**src/rtl/reg_alu_core_8bit.sv**
```systemverilog
// ---------------------------------------------------------------------------
// reg_alu_core_8bit
//
// Minimal single-cycle register/ALU datapath. Every rising clock edge executes
// one register-register instruction taken straight from the input fields:
// operands are read combinationally from the register file, the ALU result is
// written back to R[Rd], and the same result is captured on ALU_Result.
//
// Ports
//   clk         in   1  system clock, all state changes on the rising edge
//   rst         in   1  synchronous active-high reset (R[i] <= i, result <= 0)
//   Opcode      in   4  operation select (8..15 reserved: no write, result 0)
//   Rs          in   3  source register A index
//   Rt          in   3  source register B index (unused by NOT/SHL/SHR)
//   Rd          in   3  destination register index
//   ALU_Result  out  8  registered result of the last executed instruction
// ---------------------------------------------------------------------------
module reg_alu_core_8bit #(
  parameter int DATA_W = 8,
  parameter int NREGS  = 8
) (
  input  logic              clk,
  input  logic              rst,
  input  logic [3:0]        Opcode,
  input  logic [2:0]        Rs,
  input  logic [2:0]        Rt,
  input  logic [2:0]        Rd,
  output logic [DATA_W-1:0] ALU_Result
);

  typedef enum logic [2:0] {
    OP_ADD = 3'd0,
    OP_SUB = 3'd1,
    OP_AND = 3'd2,
    OP_OR  = 3'd3,
    OP_XOR = 3'd4,
    OP_NOT = 3'd5,
    OP_SHL = 3'd6,
    OP_SHR = 3'd7
  } alu_op_e;

  // All arithmetic is unsigned modulo 2^DATA_W; carries and borrows are
  // dropped by the result width.
  function automatic logic [DATA_W-1:0] alu_f(input logic [2:0]        op,
                                              input logic [DATA_W-1:0] a,
                                              input logic [DATA_W-1:0] b);
    logic [DATA_W-1:0] r;
    r = '0;
    case (alu_op_e'(op))
      OP_ADD:  r = a + b;
      OP_SUB:  r = a - b;
      OP_AND:  r = a & b;
      OP_OR:   r = a | b;
      OP_XOR:  r = a ^ b;
      OP_NOT:  r = ~a;
      OP_SHL:  r = {a[DATA_W-2:0], 1'b0};
      OP_SHR:  r = {1'b0, a[DATA_W-1:1]};
      default: r = '0;
    endcase
    return r;
  endfunction

  logic [DATA_W-1:0] regs_q [NREGS];
  logic [DATA_W-1:0] result_q;
  logic [DATA_W-1:0] result_d;
  logic [DATA_W-1:0] opa;
  logic [DATA_W-1:0] opb;
  logic              op_vld;

  // Operand read: pre-edge register contents, so Rd aliasing Rs/Rt simply
  // uses the old value and overwrites it at the edge.
  assign opa    = regs_q[Rs];
  assign opb    = regs_q[Rt];
  // Upper half of the opcode space is reserved.
  assign op_vld = ~Opcode[3];

  always_comb begin
    result_d = '0;
    if (op_vld) begin
      result_d = alu_f(Opcode[2:0], opa, opb);
    end
  end

  // Execute / write-back edge. Reset discards any instruction on the same edge.
  always_ff @(posedge clk) begin
    if (rst) begin
      for (int i = 0; i < NREGS; i++) begin
        regs_q[i] <= DATA_W'(i);
      end
      result_q <= '0;
    end else begin
      if (op_vld) begin
        regs_q[Rd] <= result_d;
      end
      result_q <= result_d;
    end
  end

  assign ALU_Result = result_q;

endmodule

```
**config.mk**
```make
export PLATFORM = sky130hd
export DESIGN_NAME = reg_alu_core_8bit
export DESIGN_NICKNAME = d
export VERILOG_FILES = /design/src/rtl/reg_alu_core_8bit.sv
export SDC_FILE = /design/constraint.sdc
export NUM_CORES = 1
export LEC_CHECK = 0
export CORE_ASPECT_RATIO = 0.7
export CORE_MARGIN = 5
export CORE_UTILIZATION = 55
export CTS_CLUSTER_SIZE = 20
export DETAILED_ROUTE_END_ITERATION = 12
export HOLD_SLACK_MARGIN = 0.06
export PLACE_DENSITY_LB_ADDON = 0.3
export SKIP_CTS_REPAIR_TIMING = 1
export SYNTH_ARGS = -nofsm -noshare
export SYNTH_HDL_FRONTEND = slang
export SYNTH_SLANG_ARGS = --single-unit
```
**constraint.sdc**
```tcl
create_clock -name clk -period 4.7 [get_ports clk]
set_clock_uncertainty 0.05 [all_clocks]
set_input_delay 0.94 -clock clk [delete_from_list [all_inputs] [get_ports clk]]
set_output_delay 0.94 -clock clk [all_outputs]
set_load 0.02 [all_outputs]
```
== Yosys cells after proc, flatten, opt, wreduce, memory -nomap -nowiden ==
Memory sizes are Yosys's and may differ from the RTL's.
Cells that the tools add are included.

* Bits in registers: 8
* Memory bits (writable): 64
* Output and inout port bits: 8
* Logic and storage cells: 27
* Memories kept: 1

{| class="wikitable"
|+ Memories
! name !! words !! width !! read ports !! clocked after Yosys merged registers in !! write ports !! RTL line !! source
|-
| regs_q || 8 || 8 || 2 || 0 || 8 || 63 || <nowiki>logic [DATA_W-1:0] regs_q [NREGS];</nowiki>
|}

* Add/subtract/negate cells: 2
* Equality and inequality tests: 7
* Mux-type cells: 10
* Bitwise logic cells: 4
* Reductions and logical operators: 2

{| class="wikitable"
|+ Operators with widths
! cell !! count
|-
| 8-bit case mux with 8 select lines || 1
|-
| 8-bit two-way mux || 2
|-
| 3-bit == test, second input constant || 4
|-
| 8-bit adder || 1
|-
| 8-bit bitwise AND || 1
|-
| 8-bit NOT || 1
|-
| 8-bit OR || 1
|-
| 8-bit OR reduction || 1
|-
| 8-bit subtractor || 1
|-
| 8-bit bitwise XOR || 1
|-
| 3-bit by 2-bit == test with 1-bit output, second input constant || 2
|-
| 1-bit two-way mux || 6
|-
| 3-bit by 1-bit == test with 1-bit output, second input constant || 1
|-
| 3-bit logical NOT || 1
|-
| 3-bit two-way mux || 1
|}

== Longest topological paths before layout ==
* Depth after elaboration: 5
* Mapped depth: 19

== Least setup slack after synthesis ==
Ideal clock, no wire load.

* Path type: input-to-reg
* Start: input Rt[1]
* End: memory regs_q[2][7] (data pin)
* Arrival: 4.052 ns
* Path slack: 0.333 ns
* Cell stages on the path: 16
* Path buffers: 1
* Cells stage by stage: buf_4 > mux4_2 > mux2i_1 > ha_1 > nor2_1 > a21oi_1 > inv_1 > ha_1 > nor2b_1 > o21ai_1 > a21oi_1 > o41ai_1 > nor3b_1 > mux2i_1 > a41oi_4 > nor2_1

{| class="wikitable"
|+ RTL lines
! item !! RTL line !! source
|-
| start: declaration || 26 || <nowiki>input logic [2:0] Rt,</nowiki>
|-
| end: declaration || 63 ||
|}

==> tab_implementation.tex <==
\begin{tabular}{lr}
\hline
Metric & Value \\
\hline
\multicolumn{2}{l}{\textbf{Placement}} \\
\quad Gp weighted congestion & 0.873 \\
\quad Half-perimeter wire length after detailed placement & 9620 µm \\
\quad Count of port buffers added during placement & 22 \\
\multicolumn{2}{l}{\textbf{CTS}} \\
\quad Number of H-tree branching levels & 3 \\
\quad Worst-case clock buffer depth & 2 \\
\quad Clk\_lat worst skew & 0.34 ns \\
\quad Clock-pin slew reported for the worst setup and hold paths after clock tree synthesis & 0.06 ns \\
\quad TritonCTS clock tree & built \\
\quad Cell at the root of the clock tree & sky130\_fd\_sc\_hd\_\_clkbuf\_16 \\
\quad Num CTS Buffers & 9 \\
\quad CTS Sinks & 72 \\
\multicolumn{2}{l}{\textbf{Route}} \\
\quad Routed WL & 13600 µm \\
\quad DRC violation total after the first TritonRoute iteration & 571 \\
\quad Total routed wire length on the met1 layer & 5880 µm \\
\quad DR DRC count & 0 \\
\quad Vias per cell & 6.30 \\
\quad ANT nets after route & 0 \\
\quad Routed length on met3 & 1380 µm \\
\quad Highest metal layer with signal wires & met4 \\
\quad Detailed-route via count & 3788 \\
\quad Met2 wire length & 6090 µm \\
\quad DR WL/cell & 22.6 µm \\
\quad First-pass iteration count of the detailed router & 7 \\
\multicolumn{2}{l}{\textbf{Synthesis}} \\
\quad Share of flip-flops with an asynchronous set or reset & 0\% \\
\quad Post-synthesis sequential area ratio & 42.4\% \\
\quad Leading cell type by number of instances after synthesis & sky130\_fd\_sc\_hd\_\_nor2\_1 \\
\quad Top cell type by total area after synthesis & sky130\_fd\_sc\_hd\_\_edfxtp\_1 \\
\quad Summed instance area of the synthesized netlist & 4920 µm² \\
\quad Distinct cell type count after synthesis & 51 \\
\quad Cell types with the largest area share after synthesis & sky130\_fd\_sc\_hd\_\_edfxtp\_1 39\%, sky130\_fd\_sc\_hd\_\_mux4\_2 19\%, sky130\_fd\_sc\_hd\_\_ha\_1 6.1\% \\
\quad \#FFs+latches synth & 72 \\
\quad Synth Flop Type & sky130\_fd\_sc\_hd\_\_edfxtp\_1 \\
\quad Number of flops mapped to enable cells by yosys & 64 \\
\quad Post-Syn Area per Cell & 11.9 µm² \\
\quad Most frequent cells after synthesis & 68 x sky130\_fd\_sc\_hd\_\_nor2\_1, 64 x sky130\_fd\_sc\_hd\_\_edfxtp\_1, 41 x sky130\_fd\_sc\_hd\_\_mux4\_2 \\
\quad Synth warn & 0 \\
\quad Post-Synthesis Net Count & 452 \\
\quad Area share of the leading cell type in the synthesized netlist & 39.1\% \\
\quad Number of instances in the synthesized netlist & 412 \\
\multicolumn{2}{l}{\textbf{Worst hold path}} \\
\quad Worst hold path depth & 6 \\
\quad Type of the tightest min-delay check & flop to flop \\
\multicolumn{2}{l}{\textbf{Global route}} \\
\quad Global routing usage summed across all routing layers & 24.9\% \\
\quad Pin count of the biggest net entering global routing & 24 \\
\quad Wire length of the first global-routing pass & 20300 µm \\
\quad Number of antenna violations at the first check in global routing & 0 \\
\quad Leftover overflow at the end of global routing & 0 \\
\quad Vias in the first global route & 3751 \\
\multicolumn{2}{l}{\textbf{Power}} \\
\quad Leakage power & 0.00228 µW \\
\quad Maximum VDD drop & 269 µV \\
\quad Power per Cell Area & 335 nW/µm² \\
\quad Net Sw Frac & 29.1\% \\
\quad Fraction of power consumed by sequential logic & 37.1\% \\
\quad Switching power total & 587 µW \\
\quad Pwr Total & 2020 µW \\
\quad Relative contribution of the clock network to total power & 33.9\% \\
\quad Internal power & 1430 µW \\
\quad Combinational fraction of design power & 29.0\% \\
\multicolumn{2}{l}{\textbf{Finish}} \\
\quad Share of post-route cells with drive strength above 1 & 30.1\% \\
\quad Number of nets at the end of the flow & 516 \\
\quad Area Growth Syn to Fin & 22.6\% \\
\quad Ant. Diodes & 0 \\
\quad Final core utilization & 70.2\% \\
\multicolumn{2}{l}{\textbf{STA}} \\
\quad Setup repair after global routing missed its margin & false \\
\quad Final setup violating endpoints & 0 \\
\quad Transition time at the pin with the least slew margin & 0.622 ns \\
\quad Final Hold Violating Endpoints & 0 \\
\quad Highest Clock Rate & 0.222 GHz \\
\quad Clock period minus final worst setup slack & 4.50 ns \\
\quad Worst slew slack as a fraction of its limit & 58.5\% \\
\quad Share of the cycle needed by the critical path after routing & 95.8\% \\
\quad Final count of pins violating max slew & 0 \\
\multicolumn{2}{l}{\textbf{Run}} \\
\quad Max-cap violations & 0 \\
\multicolumn{2}{l}{\textbf{Critical path}} \\
\quad Required time of the critical path & 4.73 ns \\
\quad Highest fanout seen on the critical path & 13 \\
\quad Startpoint class of the critical path & primary input \\
\quad Type of the worst setup path & primary input to flop \\
\quad Cells on worst reg2reg path & 17 \\
\quad CP Capture Type & flop \\
\quad Critical Path AT & 4.53 ns \\
\multicolumn{2}{l}{\textbf{Die}} \\
\quad Die Wd & 123 µm \\
\quad Count of standard-cell rows & 28 \\
\quad Die height & 89.1 µm \\
\quad Starting density of the core & 57.3\% \\
\quad Floorplan core area & 8580 µm² \\
\quad Top Ports & 23 \\
\quad Die Footprint & 11000 µm² \\
\multicolumn{2}{l}{\textbf{Status}} \\
\quad Outcome & finished clean \\
\hline
\end{tabular}
[power by group through the flow]
stage	clock network (µW)	registers [µW]	logic (µW)
finish	684	747	585
global route	718	749	627
CTS	679	745	523
detailed placement	0	758	519
global placement	0	756	505
floorplan	0	756	323
[final cells by class]
| class | instances | area [µm²] |
|---|---|---|
| Sequential cell | 72 | 2080 |
| Fill cell | 597 | 2560 |
| Clock buffer | 11 | 243 |
| Tap cell | 120 | 150 |
| Timing Repair Buffer | 74 | 689 |
| Clock inverter | 5 | 56.3 |
| Multi-Input combinational cell | 298 | 2710 |
| Inverter | 21 | 91.3 |
[layout by cell type, fill, tap and decap left out, types with 5 or more instances in the layout]
cell type and instances:
sky130_fd_sc_hd__nor2_1 68, sky130_fd_sc_hd__edfxtp_1 64, sky130_fd_sc_hd__buf_4 44, sky130_fd_sc_hd__mux4_2 41, sky130_fd_sc_hd__nand2_1 25, sky130_fd_sc_hd__ha_1 24
sky130_fd_sc_hd__clkdlybuf4s50_1 20, sky130_fd_sc_hd__inv_1 18, sky130_fd_sc_hd__nand2b_1 17, sky130_fd_sc_hd__o21ai_0 11, sky130_fd_sc_hd__mux2i_1 10, sky130_fd_sc_hd__clkbuf_16 10
sky130_fd_sc_hd__dfxtp_1 8, sky130_fd_sc_hd__nor3_1 8, sky130_fd_sc_hd__xnor2_1 8, sky130_fd_sc_hd__nand3_1 8, sky130_fd_sc_hd__nor2_2 8, sky130_fd_sc_hd__o21ai_1 7
sky130_fd_sc_hd__o211ai_1 7, sky130_fd_sc_hd__mux2i_2 5, sky130_fd_sc_hd__a21oi_1 5
[worst paths after layout]
path | from | endpoint | slack [ns]
setup / recovery | Rs[0] | regs_q[6][7] | 0.20
hold / removal | regs_q[3][0] | ALU_Result[0] | 1.31
setup reg to reg | regs_q[6][1] | regs_q[6][7] | 0.85
hold reg to reg | regs_q[3][0] | ALU_Result[0] | 1.31
[sequential cells by signal (all words and copies together), names as in the netlist]
register	count
regs_q	64
ALU_Result	8
[through the flow]
step           cell area [µm²]  hold slack [ns]  TNS, ns  worst slack [ns]  std cells
5_1_grt                   6030             1.37        0            0.0567        601
3_5_place_dp              5580             1.27    -4.98            -0.241        582
4_1_cts                   5880             1.28        0             0.115        598
3_3_place_gp              5580             1.23    -2.72            -0.156        582
6_report                  6030             1.31        0             0.195        601
2_1_floorplan             4920             1.00        0             0.333        412
[critical path, cell delays in order]
cell and delay (ns):
sky130_fd_sc_hd__clkdlybuf4s50_1 0.51, sky130_fd_sc_hd__buf_12 0.17, sky130_fd_sc_hd__mux4_2 0.53, sky130_fd_sc_hd__mux2_2 0.36
sky130_fd_sc_hd__ha_1 0.33, sky130_fd_sc_hd__nor2b_4 0.14, sky130_fd_sc_hd__o21ai_2 0.17, sky130_fd_sc_hd__a21oi_2 0.09
sky130_fd_sc_hd__o41ai_2 0.27, sky130_fd_sc_hd__buf_4 0.16, sky130_fd_sc_hd__buf_4 0.10, sky130_fd_sc_hd__nand4bb_1 0.14
sky130_fd_sc_hd__a41oi_4 0.37, sky130_fd_sc_hd__clkbuf_16 0.21, sky130_fd_sc_hd__nor2_1 0.03
[layer usage]
metal / vias to the layer above / GRT usage (%)
met5: - / 0
met4: 0 / 7.74
li1: 1663 / -
met1: 1872 / 34.5
met3: 23 / 5.95
met2: 230 / 39.4
[cells by family after synthesis]
| family | Yosys count | share of synthesized area [%] |
|---|---|---|
| simple gates | 153 | 14.6 |
| flops | 72 | 42.4 |
| mux | 62 | 23.8 |
| compound gates | 46 | 6.41 |
| buf+inv | 43 | 4.30 |
| fa+ha+maj | 25 | 6.52 |
| xor+xnor | 11 | 1.96 |
(Power assumes the default switching activity.)
==> RTL change 1 (same flow settings) <==
`NREGS`: 8 -> 16.
--- a/src/rtl/reg_alu_core_8bit.sv
+++ b/src/rtl/reg_alu_core_8bit.sv
@@ -17,7 +17,7 @@
 // ---------------------------------------------------------------------------
 module reg_alu_core_8bit #(
   parameter int DATA_W = 8,
-  parameter int NREGS  = 8
+  parameter int NREGS  = 16
 ) (
   input  logic              clk,
   input  logic              rst,
Function: no difference found for any inputs over 4 cycles, from zero or initial values and one cycle with rst high; that may be too few to reach the edited logic, so the function may still have changed.
==> RTL change 1 against the original RTL <==
Cell area down 2.6%; synthesized cell count unchanged; synthesized area down 0.13%; largest cell class unchanged; via count decreased by 1.3%; sequential power about the same; utilization down 1.8 points; worst setup slack improved by 0.026 ns; total power shrank 2.1%; critical path type unchanged; sequential cell count is the same; wire length fell by 1.7%.
==> RTL change 1: results (changes against the original RTL) <==
switching part of the total=29.3% (+0.22 points); Critical Path Source=Rt[1]; Min Hold Slack=1.27 ns (-0.0400 ns); met2 WL=6120 µm (+0.53%); Worst-Margin Slew=0.678 ns (+0.0558 ns); reg2reg end=regs_q[6][5]; Pleak=2.22 nW (-2.7%); fin crit share=95.3% (-0.55 points); via count=3740 (-1.3%); DR iter-0 viols=455 (-20%); Post-Syn Area per Cell=11.9 µm² (-0.13%); largest cells by area after synthesis=edfxtp_1, mux4_2, ha_1; CTS buffer count=9 (unchanged); All-Layer GR Usage=26.5% (+1.6 points); clock tree root driver cell=clkbuf_16; WL met3=1340 µm (-2.7%); largest net degree at the start of global routing=27 (+13%); layout cell share with drive strength beyond 1=26.7% (-3.5 points); crit-path leading delay family=simple AND/OR/NAND/NOR gates; Hold Path Cell Cnt=6 (unchanged); placed instance count=580 (-0.34%); Hold Startpoint=regs_q[4][0]; met1 usage=36.8% (+2.2 points); Arrival @ worst endpoint=4.61 ns (+0.08 ns); met1 WL=5540 µm (-5.9%); Final nets=511 (-0.97%); Flop pwr share=37.7% (+0.6 points); Detailed Place HPWL=9700 µm (+0.74%); crit path max fanout=8 (-5); Final Power=1.97 mW (-2.1%); Post-DP Area=5570 µm² (-0.20%); Crit path largest cell delay=0.57 ns (+0.04 ns); DR top layer=met4; diode count=0 (unchanged); Post-Route WL=13400 µm (-1.7%); Netlist cell types=52 (+2.0%); status=finished, final reports clean; filler instances=605 (+1.3%); vias in the first global route=3754 (+0.080%); input/output buffers=22 (unchanged); first-pass GRT wire length=21000 µm (+3.9%); Setup WS pre-CTS=-0.414 ns (-0.173 ns); final RePlAce weighted congestion=0.897 (+2.7%); Via-to-Cell Ratio=6.28 (-0.44%); VDD IR-drop max=0.000248 V (-7.5%); clock network fraction of total power=34.9% (+1.0 points); FF-to-FF setup slack=0.80 ns (-0.05 ns); M2 GR Usage=41.7% (+2.3 points); r2r startpoint=regs_q[3][0]; r2r worst-path depth=16 (-1)
-- RTL change 1: cell types whose count changed after synthesis --
cell / delta
o21ai_0: -1
o21ai_1: +1
inv_2: -1
buf_4: +1
clkinv_1: +1
o31ai_4: -1
o31ai_2: +1
buf_2: -1
-- RTL change 1: kinds of logic (layout without fill, tap and decap cells) --
family / count (synthesis) / in the layout / synth area share, %
simple gates: 153 / 153 / 14.7
flops: 72 / 72 / 42.4
mux: 62 / 62 / 23.9
compound gates: 46 / 46 / 6.24
buf+inv: 43 / 107 / 4.36
fa+ha+maj: 25 / 25 / 6.52
xor+xnor: 11 / 11 / 1.96
-- RTL change 1: cell type report --
class | count | area [µm²] | area share (%)
multi-input combinational | 297 | 2610 | 44.5
sequential | 72 | 2080 | 35.5
clock inverter | 6 | 67.6 | 1.15
tap | 120 | 150 | 2.56
clock buffer | 10 | 229 | 3.90
inverter | 21 | 91.3 | 1.56
timing repair buffer | 70 | 636 | 10.8
==> RTL change 2 (config.mk and constraints unchanged) <==
Without the edit above. Register the output `ALU_Result` once more, cleared by the reset; this adds one clock of latency there. Comments in the files are not updated.
--- a/src/rtl/reg_alu_core_8bit.sv
+++ b/src/rtl/reg_alu_core_8bit.sv
@@ -96,7 +96,13 @@
     end
   end
 
-  assign ALU_Result = result_q;
+  always_ff @(posedge clk) begin
+    if (rst) begin
+      ALU_Result <= '0;
+    end else begin
+      ALU_Result <= result_q;
+    end
+  end
 
 endmodule
 
Formal check against the unedited RTL: not equivalent (a bounded check fails within 4 cycles, from zero or initial values and one cycle with rst high).
==> RTL change 2 against the original RTL <==
Sequential cell count grew 8; total power is 6.5% higher; wire length up 8.1%; combinational power barely moved; final cell count is 6.5% higher; synthesized area rose by 5.4%; worst setup slack gained 0.079 ns; via count grew 8.2%; cell area is 4.4% higher; synthesized cell count is 10% higher; non-clock buffer count is 6 lower; count of clock-buffer cells in the layout rose by 4.
==> RTL change 2: results (changes against the original RTL) <==
status=finished, final reports clean; r2r worst-path depth=16 (-1); reg2reg end=regs_q[5][5]; Via-to-Cell Ratio=6.40 (+1.6%); Post-Syn Area per Cell=11.4 µm² (-4.2%); All-Layer GR Usage=23.8% (-1.0 points); first-pass GRT wire length=21500 µm (+6.0%); CP endpoint=regs_q[5][6]; Final WS setup=0.274 ns (+0.0787 ns); Detailed Place HPWL=10300 µm (+7.2%); via count=4097 (+8.2%); syn nets=493 (+9.1%); Arrival @ worst endpoint=4.44 ns (-0.09 ns); VDD IR-drop max=0.000362 V (+35%); initial antenna violation count=1 (+1); Seq/Total Area, Yosys=43.3% (+0.93 points); Post-synth top cells=nor2_1, edfxtp_1, mux4_2; Post-Route WL=14700 µm (+8.1%); Final nets=552 (+7.0%); vias in the first global route=3999 (+6.6%); r2r startpoint=regs_q[5][1]; Slew Limit Headroom=53.8% (-4.7 points); placed instance count=620 (+6.5%); largest cells by area after synthesis=edfxtp_1, mux4_2, dfxtp_1; P_sw=0.602 mW (+2.6%); Post-DP Area=5790 µm² (+3.8%)
RTL change 2: cell count changes after synthesis, sizes merged, moves of 3 or more:
cell     before  now
inv          20   25
nor2         76   69
dfxtp         8   16
a211oi        0    5
a21oi         8   20
buf          16   13
nor2b         3   10
nor3          8   12
clkbuf        6   10
mux2i        17   14
o22ai         0    3
a2111oi       0    3
o31ai         1    5
RTL change 2: area by class of cell:
| class | count | area (µm²) |
|---|---|---|
| flip-flops and latches | 80 | 2240 |
| inverters | 27 | 101 |
| well taps | 124 | 155 |
| clock buffers | 15 | 332 |
| repair buffers | 68 | 591 |
| multi-input cells | 326 | 2870 |
| fillers | 700 | 2850 |
RTL change 2: worst min path at each step:
stage | from | endpoint | slack [ns] | depth (start not counted)
finish | result_q[4] | ALU_Result[4] | 0.39 | 1
global route | result_q[2] | ALU_Result[2] | 0.41 | 1
CTS | result_q[4] | ALU_Result[4] | 0.40 | 1
detailed placement | result_q[3] | ALU_Result[3] | 0.38 | 1
global placement | result_q[7] | ALU_Result[7] | 0.38 | 1
floorplan | result_q[0] | ALU_Result[0] | 0.36 | 1
RTL change 2: worst max-delay path, cell delays in order:
cell and delay, ns:
clkdlybuf4s50_1 0.51, buf_12 0.17, mux4_2 0.53, mux2_2 0.33, inv_1 0.09, ha_1 0.20, fa_1 0.20, inv_1 0.04
a21oi_1 0.14, o21bai_1 0.11, a21o_1 0.20, a21oi_2 0.20, xor2_2 0.29, mux4_2 0.43, nor2_1 0.06
RTL change 2: kinds of logic after synthesis:
logic type / count (synthesis) / synth area share, %
AOI/OAI and AO/OA: 68 / 8.19
adders and majority gates: 25 / 6.18
muxes: 60 / 22.2
DFF: 80 / 43.3
and+or+nand+nor: 159 / 14.2
buffers and inverters: 50 / 4.03
xor gates and xnor gates: 11 / 1.86
RTL change 2: metal layers:
layer  part of all wire (%)  vias up  GRT usage, %
met4                   0.94        0          5.36
li1                       -     1811             -
met2                     46      258          37.8
met1                     39     2013          34.5
met3                     14       15          4.57
met5                      0        -             0
RTL change 2: power by group through the flow:
stage	Clock, mW	Sequential [mW]	Combinational, mW
finish	0.735	0.825	0.587
floorplan	0	0.828	0.321
detailed placement	0	0.837	0.492
global route	0.777	0.826	0.630
CTS	0.742	0.823	0.496
global placement	0	0.834	0.479
